File: config.mk
export PLATFORM = sky130hd
export DESIGN_NAME = valid_ctrl
export DESIGN_NICKNAME = d
export VERILOG_FILES = /design/src/rtl/valid_ctrl.sv
export SDC_FILE = /design/constraint.sdc
export NUM_CORES = 1
export LEC_CHECK = 0
export CORE_AREA = 2 2 51 76
export CTS_BUF_LIST = sky130_fd_sc_hd__clkbuf_16
export DETAILED_ROUTE_END_ITERATION = 10
export DIE_AREA = 0 0 53 78
export MAX_ROUTING_LAYER = met4
export PLACE_DENSITY = 0.78
export SETUP_SLACK_MARGIN = 0.5
export SYNTH_ARGS = -nofsm -noshare
export SYNTH_HDL_FRONTEND = slang
export SYNTH_SLANG_ARGS = --single-unit
export TNS_END_PERCENT = 50
File: constraint.sdc
create_clock -name clk -period 2.48 [get_ports clk]
set_input_delay 0.62 -clock clk [delete_from_list [all_inputs] [get_ports clk]]
set_output_delay 0.62 -clock clk [all_outputs]
set_load 0.005 [all_outputs]
File: src/rtl/valid_ctrl.sv
// valid_ctrl: single-port arbiter for the L1 valid-bit RAM (lookup reads, fill/evict RMW, flush)
module valid_ctrl #(
  parameter int NUM_WAY        = 8,
  parameter int NUM_SET        = 128,
  parameter int SET_W          = 7,
  parameter bit FLUSH_ON_RESET = 1'b1
) (
  input  logic               clk,
  input  logic               rst,
  input  logic               lookup_req,
  input  logic [SET_W-1:0]   lookup_set,
  output logic               lookup_rdy,
  output logic               lookup_vld,
  output logic [NUM_WAY-1:0] lookup_valid,
  input  logic               fill_req,
  input  logic [SET_W-1:0]   fill_set,
  input  logic [NUM_WAY-1:0] fill_way,
  input  logic               fill_val,
  output logic               fill_ack,
  input  logic               flush_req,
  output logic               flush_busy,
  output logic               flush_done,
  output logic               mem_en,
  output logic               rd_wr,
  output logic [31:0]        mem_addr,
  output logic [NUM_WAY-1:0] mem_wdata,
  input  logic [NUM_WAY-1:0] mem_rdata
);
  localparam logic [1:0] IDLE    = 2'd0;
  localparam logic [1:0] FILL_RD = 2'd1;
  localparam logic [1:0] FILL_WR = 2'd2;
  localparam logic [1:0] FLUSH   = 2'd3;
  logic [1:0]       state_q, state_d;
  logic [SET_W-1:0] cnt_q, cnt_d, addr_set;
  logic             pending_q, pending_d, lvld_q, done_q;
  logic             idle, flush_now, last, fill_rd, wr;
  // Port arbitration, RAM command generation and next-state logic
  always_comb begin
    idle      = state_q == IDLE;
    flush_now = pending_q | flush_req;
    last      = (state_q == FLUSH) && (cnt_q == SET_W'(NUM_SET - 1));
    lookup_rdy = idle & lookup_req & ~flush_now & ~fill_req;
    fill_rd   = (idle & ~flush_now & fill_req) | (state_q == FILL_RD);
    wr        = (state_q == FILL_WR) | (state_q == FLUSH);
    fill_ack  = state_q == FILL_WR;
    mem_en    = fill_rd | lookup_rdy | wr;
    rd_wr     = wr;
    addr_set  = (fill_rd | fill_ack) ? fill_set :
                lookup_rdy ? lookup_set :
                (state_q == FLUSH) ? cnt_q : '0;
    mem_addr  = {{(32-SET_W){1'b0}}, addr_set};
    mem_wdata = fill_ack ? (fill_val ? (mem_rdata | fill_way) : (mem_rdata & ~fill_way)) : '0;
    state_d   = idle ? (flush_now ? FLUSH : fill_req ? FILL_WR : IDLE) :
                (state_q == FLUSH) ? (last ? IDLE : FLUSH) :
                (state_q == FILL_RD) ? FILL_WR : IDLE;
    cnt_d     = (state_q == FLUSH) ? cnt_q + 1'b1 : cnt_q;
    pending_d = (state_q == FLUSH) ? (pending_q & ~last) : flush_now;
  end
  assign lookup_vld   = lvld_q;
  assign lookup_valid = lvld_q ? mem_rdata : '0;
  assign flush_busy   = pending_q | (state_q == FLUSH);
  assign flush_done   = done_q;
  // State, flush counter, pending flush and one-cycle response flags
  always_ff @(posedge clk or negedge rst) begin
    if (!rst) begin
      state_q   <= IDLE;
      cnt_q     <= '0;
      pending_q <= FLUSH_ON_RESET;
      lvld_q    <= 1'b0;
      done_q    <= 1'b0;
    end else begin
      state_q   <= state_d;
      cnt_q     <= cnt_d;
      pending_q <= pending_d;
      lvld_q    <= lookup_rdy;
      done_q    <= last;
    end
  end
endmodule

# ---- After elaboration in Yosys (flattened, before gate mapping)
# Cells that the tools add are included.
dict set report totals {
  ff_bits 12
  latchBits 0
  ram_bits 0
  rom_bits 0
  input_bits 36
  out_inout_bits 55
  elab_cells 44
  n_memories 0
}
dict set report classes {
  addsub 1
  mul 0
  div_mod_pow 0
  magnitude_cmp 0
  eq_ne 4
  shift 0
  n_mux 13
  bitwise 19
  reduce_logical 2
}
# cell n
set ops {}
lappend ops {{8-bit two-way mux} 3}
lappend ops {{7-bit two-way mux} 3}
lappend ops {{2-bit two-way mux} 6}
lappend ops {{8-bit bitwise AND} 1}
lappend ops {{8-bit inverter} 1}
lappend ops {{8-bit bitwise OR} 1}
lappend ops {{7-bit by 1-bit adder with 7-bit output (second input constant)} 1}
lappend ops {{7-bit == test (second input constant)} 1}
lappend ops {{1-bit bitwise OR} 7}
lappend ops {{1-bit bitwise AND} 6}
lappend ops {{2-bit == test (second input constant)} 2}
lappend ops {{1-bit inverter} 3}
lappend ops {{2-bit by 1-bit == test with 1-bit output (second input constant)} 1}
lappend ops {{2-bit logical NOT} 1}
lappend ops {{1-bit logical AND} 1}
lappend ops {{1-bit two-way mux} 1}

# ---- Logic depth before layout (Yosys ltp)
# Gate-level depths: netlist (run 1).
dict set report logic_depth {
  ltp_word 7
  ltp_mapped 4
}

# ---- Worst setup path before layout (run 1)
# Ideal clock, no wire load.
dict set report synth_timing {
  path_kind {input to output}
  start {input port flush_req}
  end {output port mem_addr[5]}
  arrival_ns 1.547
  required_ns 1.860
  setup_slack_ns 0.313
  stages 3
  n_path_buf 0
  path_cell_list {or3b_4 a21oi_4 mux2_4}
}
dict set report synth_via {
  elab_chain_len 7
}
# element line_no
set synth_lines {}
lappend synth_lines {{start: declaration} 20} ;# input logic flush_req,
lappend synth_lines {{1-bit bitwise OR (*)} 40} ;# flush_now = pending_q | flush_req;
lappend synth_lines {{1-bit inverter (*)} {42, 43}}
lappend synth_lines {{1-bit bitwise AND (2 in a row)} 43} ;# fill_rd = (idle & ~flush_now & fill_req) | (state_q == FILL_RD);
lappend synth_lines {{1-bit bitwise OR} 43}
lappend synth_lines {{1-bit bitwise OR} 48} ;# addr_set = (fill_rd | fill_ack) ? fill_set :
lappend synth_lines {{7-bit two-way mux (*)} 48}
lappend synth_lines {{end: declaration} 25} ;# output logic [31:0] mem_addr,
# Mark *: on every way between the ends. The rest lies on a longest branch, timed or not.

# ---- Worst setup path in the final report (run 1)
# Ends and elaborated chain as after synthesis.

==> summary.md, run 1 <==
| Metric | Value |
|---|---|
| Status | finished, final reports clean |
| Overall power | 1592 uW |
| Synth Area in XOR/XNOR | 4.953% |
| DIE WIDTH | 53 microns |
| Initial Utilization | 31.06% |
| I/O Pins | 91 |
| Root Buffer | clkbuf_16 |
| Num CTS Buffers | 3 |
| Synthesized instance count | 123 |
| Drt via density | 4.546 |
| Worst vdd ir | 0.6264 mV |
| Aggregate global routing overflow | 0 |
| CP max FO | 3 |
| PD cells | 823.5 mW/mm^2 |
| Die area | 0.004134 sq mm |
| Synth top area cells | dfrtp_1, buf_4, mux2i_1, a221o_2, and2_1 |
| Worst setup endpoint | mem_addr[5] |
| Synthesized area | 0.001061 sq mm |
| DR WL/cell | 13.25 microns |
| Maxcap violations | 0 |
| Total negative slack | 0 ns |
| Worst slew pin tran | 0.5485 ns |
| Ant. Diodes | 0 |
| Layout net count | 247 |
| TritonCTS clock tree | yes |
| # clock sinks | 12 |
| Unrepaired setup endpoints after global routing | true |
| Initial antenna violation count | 0 |
| DRT Pass-1 Iters | 4 |
| Clock Path Buffers | 2 |
| Final Skew | 0.001549 ns |
| Yosys top cell area share | 25.94% |
| Syn avg cell area | 8.626 sq um |
| Fill count | 302 |
| Adder-Cell Fraction of Synth Area | 1.179% |
| Ys async rst share | 100.0% |
| Largest net degree at the start of global routing | 13 |
| Worst skew pair latency | 0.24 ns |
| Critical path arrival | 1.79 ns |
| Ys flop type | dfrtp_1 |
| Register-to-Register Path Depth | 5 |
| Simple-gate share of the synthesized area | 21.93% |
| Post-synthesis mux area share | 10.02% |
| Min cycle time layout | 2.410 ns |
| First-pass GRT wire length | 4.968 mm |
| Number of cell rows | 26 |
| Initial DRC count | 22 |
| GR Util All Layers | 16.50% |
| Synth area leader | dfrtp_1 |
| R2R Path Start | state_q[0] |
| Yosys cell types | 31 |
| CTS clk-pin slew, worst paths | 0.04 ns |
| Core area | 0.003416 sq mm |
| Port Buf Inserts | 65 |
| Post-synthesis compound-gate area fraction | 11.91% |
| Required @ worst endpoint | 1.86 ns |
| Final hold vios | 0 |
| Layout cells sized above 1 | 29.19% |
| Residual DRC | 0 |
| R2R Setup Slk | 1.12 ns |
| #FFs+latches synth | 12 |
| Period utilization | 97.16% |
| Seq/Total Area, Yosys | 28.42% |
| Pins over their slew limit | 0 |
| Hold Crit Class | reg -> reg |
| Detailed placement HPWL | 2.523 mm |
| Yosys warnings | 0 |
| Crit end category | output pin |
| Fmax | 0.4150 GHz |
| RD Place Congestion | 0.8555 |
| Combinational family with the most area after synthesis | simple AND/OR/NAND/NOR gates |
| Worst Setup SP | flush_req |
| Worst setup path class | in -> out |
| Rel. slew slack | 63.32% |
| WL final | 3.325 mm |
| H-Tree Depth | 1 |
| Number of synthesized flops with an enable pin | 0 |
| Pleak | 0.001049 uW |
| Vias in the first global route | 1042 |
| ANT nets after route | 0 |
| Total number of vias | 1141 |
| Setup violations, final | 0 |
| CTS Hold Bufs | 0 |
| Setup crit start kind | primary input |
| Area grow syn2layout | 82.19% |
| RR Endpoint | cnt_q[5] |
| Post-layout util | 56.59% |
| Die Y | 78 microns |
## layout make-up
class | count | area, sq um | area share [%]
Sequential cell | 12 | 302.8 | 15.66
Timing Repair Buffer | 89 | 828.3 | 42.85
Clock inverter | 1 | 3.754 | 0.1942
Multi-Input combinational cell | 101 | 659.4 | 34.11
Inverter | 3 | 11.26 | 0.5825
Clock buffer | 3 | 75.07 | 3.884
Tap cell | 42 | 52.55 | 2.718
## cells in the mapped netlist, types with 2 or more instances
library cell	n
buf_2	2
dfrtp_1	11
clkbuf_1	2
nand2b_1	2
o21ai_0	3
and2_1	9
nor3_1	4
inv_1	3
nor2_1	13
and3_1	7
xnor2_1	2
xor2_1	4
a21oi_1	2
mux2i_1	8
a221o_2	6
nand2_1	6
buf_4	25
## layer usage
layer / global-route usage (%) / share of wire [%] / up-vias
li1: - / - / 541
met1: 19.76 / 37 / 524
met2: 27.00 / 50 / 71
met3: 3.462 / 12 / 5
met4: 5.385 / 1.4 / 0
met5: - / 0 / -
## placed cells by master (no fill, tap or decap), drive strengths merged, types with 7 or more instances in the layout
cell	netlist	routed
and2	9	9
conb	1	25
mux2i	8	8
nor2	13	13
buf	28	37
dfrtp	11	11
and3	7	7
clkdlybuf4s50	0	32
dlygate4sd2	0	12
## state kept, by name, summed over array words and instances (netlist names)
name,cells
lookup_vld,1
cnt_q,7
state_q,2
pending_q,1
flush_done,1
## worst min path at each step
stage | slack, ns | to | depth (start not counted) | from
2_1_floorplan | 0.32 | cnt_q[0] | 0 | rst
3_3_place_gp | 0.48 | cnt_q[6] | 1 | cnt_q[6]
3_5_place_dp | 0.49 | cnt_q[6] | 1 | cnt_q[6]
4_1_cts | 0.51 | cnt_q[6] | 1 | cnt_q[6]
5_1_grt | 0.52 | cnt_q[6] | 1 | cnt_q[6]
6_report | 0.52 | cnt_q[3] | 1 | cnt_q[3]
## critical path, cell delays in order
cell	delay, ns
buf_8	0.10
or3b_4	0.38
a21oi_4	0.18
buf_6	0.12
mux2_4	0.29
buf_6	0.11
## cell families after synthesis
group / Yosys count
DFF: 12
xor gates and xnor gates: 6
and+or+nand+nor: 45
buffers and inverters: 34
muxes: 10
AOI/OAI and AO/OA: 14
adders and majority gates: 1
other: 1
## power by group
| part | internal (uW) | total [uW] | switching (uW) |
|---|---|---|---|
| Sequential | 262 | 350 | 87.7 |
| Combinational | 573 | 949 | 376 |
| Clock | 212 | 294 | 81.8 |
## timing repair
action | 4_1_cts | 5_1_grt
resized for setup | 85 | 17
endpoints found under the hold margin | 0 | 0
setup endpoints to repair | 27 | 25
setup buffers | 8 | 5
pin swaps | 11 | 10
## through the flow
step / hold slack [ns] / instance area [sq um] / std cells / setup slack, ns
3_3_place_gp: 0.4772 / 1723 / 234 / -0.6117
3_5_place_dp: 0.4902 / 1723 / 234 / -0.6151
4_1_cts: 0.5131 / 1867 / 246 / 0.03147
5_1_grt: 0.5159 / 1933 / 251 / 0.05190
6_report: 0.5201 / 1933 / 251 / 0.07036
2_1_floorplan: 0.3244 / 1151 / 147 / 0.3559
No activity file was read; power rests on OpenSTA's default activity.
==> inputs of run 2 (changes only) <==
--- a/config.mk
+++ b/config.mk
@@ -5,12 +5,14 @@
 export SDC_FILE = /design/constraint.sdc
 export NUM_CORES = 1
 export LEC_CHECK = 0
-export CORE_AREA = 2 2 51 76
+export CORE_AREA = 2 2 45 47
 export CTS_BUF_LIST = sky130_fd_sc_hd__clkbuf_16
+export CTS_CLUSTER_DIAMETER = 120
 export DETAILED_ROUTE_END_ITERATION = 10
-export DIE_AREA = 0 0 53 78
+export DIE_AREA = 0 0 47 49
+export DONT_BUFFER_PORTS = 1
 export MAX_ROUTING_LAYER = met4
-export PLACE_DENSITY = 0.78
+export PLACE_DENSITY = 0.74
 export SETUP_SLACK_MARGIN = 0.5
 export SYNTH_ARGS = -nofsm -noshare
 export SYNTH_HDL_FRONTEND = slang
==> summary.md, run 2 (synthesis results as in run 1) <==
| Metric | Value |
|---|---|
| # clock sinks | 12 (unchanged) |
| Initial antenna violation count | 0 (unchanged) |
| Largest net degree at the start of global routing | 14 (+1) |
| CTS Hold Bufs | 0 (unchanged) |
| Overall power | 1267 uW (-20%) |
| Hold Crit Class | in -> async |
| Drt via density | 5.335 (+17%) |
| Final Skew | 0.002448 ns (+0.0008989 ns) |
| Sw Share | 37.19% (+2.9 points) |
| DIE WIDTH | 47 microns (-11%) |
| Initial Utilization | 57.61% (+27 points) |
| Final hold vios | 0 (unchanged) |
| WL final | 2.483 mm (-25%) |
| Setup crit start kind | primary input |
| GR Util All Layers | 20.76% (+4.3 points) |
| Pleak | 0.0006000 uW (-43%) |
| Core area | 0.001842 sq mm (-46%) |
| Slowest cell on crit path | or3b_4 |
| Top flop regs | cnt_q x7, state_q x2 |
| Layout net count | 169 (-32%) |
| Unrepaired setup endpoints after global routing | true |
| Min cycle time layout | 2.179 ns (-0.2309 ns) |
| Aggregate global routing overflow | 0 (unchanged) |
| Area after DPL | 985.9 sq um (-43%) |
| Total number of vias | 843 (-26%) |
| Maxcap violations | 0 (unchanged) |
| ANT nets after route | 0 (unchanged) |
| Crit path largest cell delay | 0.39 ns (about the same) |
| Top delay family on crit path | simple AND/OR/NAND/NOR gates |
| DR WL/cell | 15.72 microns (+19%) |
| Ant. Diodes | 0 (unchanged) |
| Worst skew pair latency | 0.24 ns (about the same) |
| Worst setup path class | in -> out |
| Die Y | 49 microns (-37%) |
| PD cells | 1096 mW/mm^2 (+33%) |
| Setup violations, final | 0 (unchanged) |
| CP Cell Sequence | or3b_4 > a21oi_4 > mux2_4 |
| Pint | 796.0 uW (-24%) |
| Fill count | 169 (-44%) |
| Root Buffer | clkbuf_16 |
| Largest register FFs | 7 (unchanged) |
| CP max FO | 6 (+3) |
| I/O Pins | 91 (unchanged) |
| DRT Pass-1 Iters | 4 (unchanged) |
| Smallest hold slack | 0.07268 ns (-0.4474 ns) |
| Total negative slack | 0 ns (unchanged) |
| Area grow syn2layout | 8.962% |
| Clock share of power | 23.4% (+4.9 points) |
| Worst vdd ir | 0.6471 mV (+3.3%) |
| Bufs and invs on worst path | 0 (-3) |
| Detailed placement HPWL | 1.815 mm (-28%) |
| Crit end category | output pin |
| Most frequent cells in the layout | conb_1, nor2_1, dfrtp_1 |
| Fmax | 0.4590 GHz (+11%) |
| Vias in the first global route | 776 (-26%) |
| Clock Path Buffers | 2 (unchanged) |
| CTS clk-pin slew, worst paths | 0.04 ns (about the same) |
| Combinational power share | 50.4% (-9.2 points) |
| Register area | 301.5 sq um (-0.41%) |
| Required @ worst endpoint | 1.86 ns (about the same) |
| Initial DRC count | 8 (-64%) |
| Critical path arrival | 1.56 ns (-0.23 ns) |
| TritonCTS clock tree | yes |
| Num CTS Buffers | 3 (unchanged) |
| Pins over their slew limit | 0 (unchanged) |
| First-pass GRT wire length | 3.318 mm (-33%) |
| Status | finished, final reports clean |
| Final instance area | 0.001156 sq mm (-40%) |
| Period utilization | 87.85% (-9.3 points) |
| RD Place Congestion | 0.8058 (-5.8%) |
| Layout cells sized above 1 | 21.37% (-7.8 points) |
| Biggest register | cnt_q |
| Switching power total | 471.4 uW (-14%) |
| Reg power frac | 26.3% (+4.3 points) |
| H-Tree Depth | 1 (unchanged) |
| Residual DRC | 0 (unchanged) |
| Multi-input gate area | 639.4 sq um (-3.0%) |
| Port Buf Inserts | 0 (-100%) |
| Die area | 0.002303 sq mm (-44%) |
| Number of cell rows | 16 (-38%) |
| Most common library cell in the layout ignoring fill and taps | conb_1 |
==> run 2: cell count changes in the layout (fill, tap and decap cells not counted), moves of 2 or more <==
| cell | change |
|---|---|
| clkdlybuf4s50_1 | -32 |
| dlygate4sd2_1 | -12 |
| buf_4 | -11 |
| buf_6 | -10 |
| buf_2 | -4 |
| dlymetal6s2s_1 | -4 |
| clkbuf_2 | -2 |
==> run 2: path summary, 6_finish.rpt <==
kind,startpoint,to,slack [ns],cells after the start
max reg2reg,state_q[0],cnt_q[5],1.16,5
min,rst,flush_done,0.07,0
min reg2reg,cnt_q[2],cnt_q[2],0.50,1
min in group clk,cnt_q[2],cnt_q[2],0.50,1
max in group asynchronous,rst,pending_q,2.24,0
max,flush_req,mem_addr[5],0.30,3
==> run 2: per-stage QoR <==
step                setup WS (ns)  cells  util (%)
floorplan                  0.3559    147         -
CTS                        0.3295    153     60.19
global route               0.2772    158     62.77
finish                     0.3013    158     62.77
detailed placement         0.2661    145     53.53
global placement           0.2819    145     53.53
==> run 2: cell type report <==
cell class              instances  share of cell area, %
clock buffers                   3                  6.493
multi-input cells             101                  55.30
clock inverters                 1                 0.3247
well taps                      27                  2.922
repair buffers                 11                  7.900
flip-flops and latches         12                  26.08
inverters                       3                 0.9740
==> run 2: repair_timing <==
action                     4_1_cts  5_1_grt
buffers inserted                 4        4
cloned                           0        1
hold endpoints to repair         0        0
gates resized for setup          5        3
pin swaps                        2        5
setup endpoints to repair        8        9
==> run 2: metal layers <==
layer  wire length, microns  track usage [%]
met1                    938            22.62
met2                   1310            35.84
met3                    206            3.333
met4                     27            8.333
met5                      0                -
==> run 2: power groups by stage <==
stage | sequential [uW] | clock [uW] | combinational, uW
floorplan | 311 | 0 | 434
global placement | 317 | 0 | 481
detailed placement | 322 | 0 | 490
CTS | 324 | 300 | 559
global route | 343 | 312 | 695
finish | 333 | 297 | 638
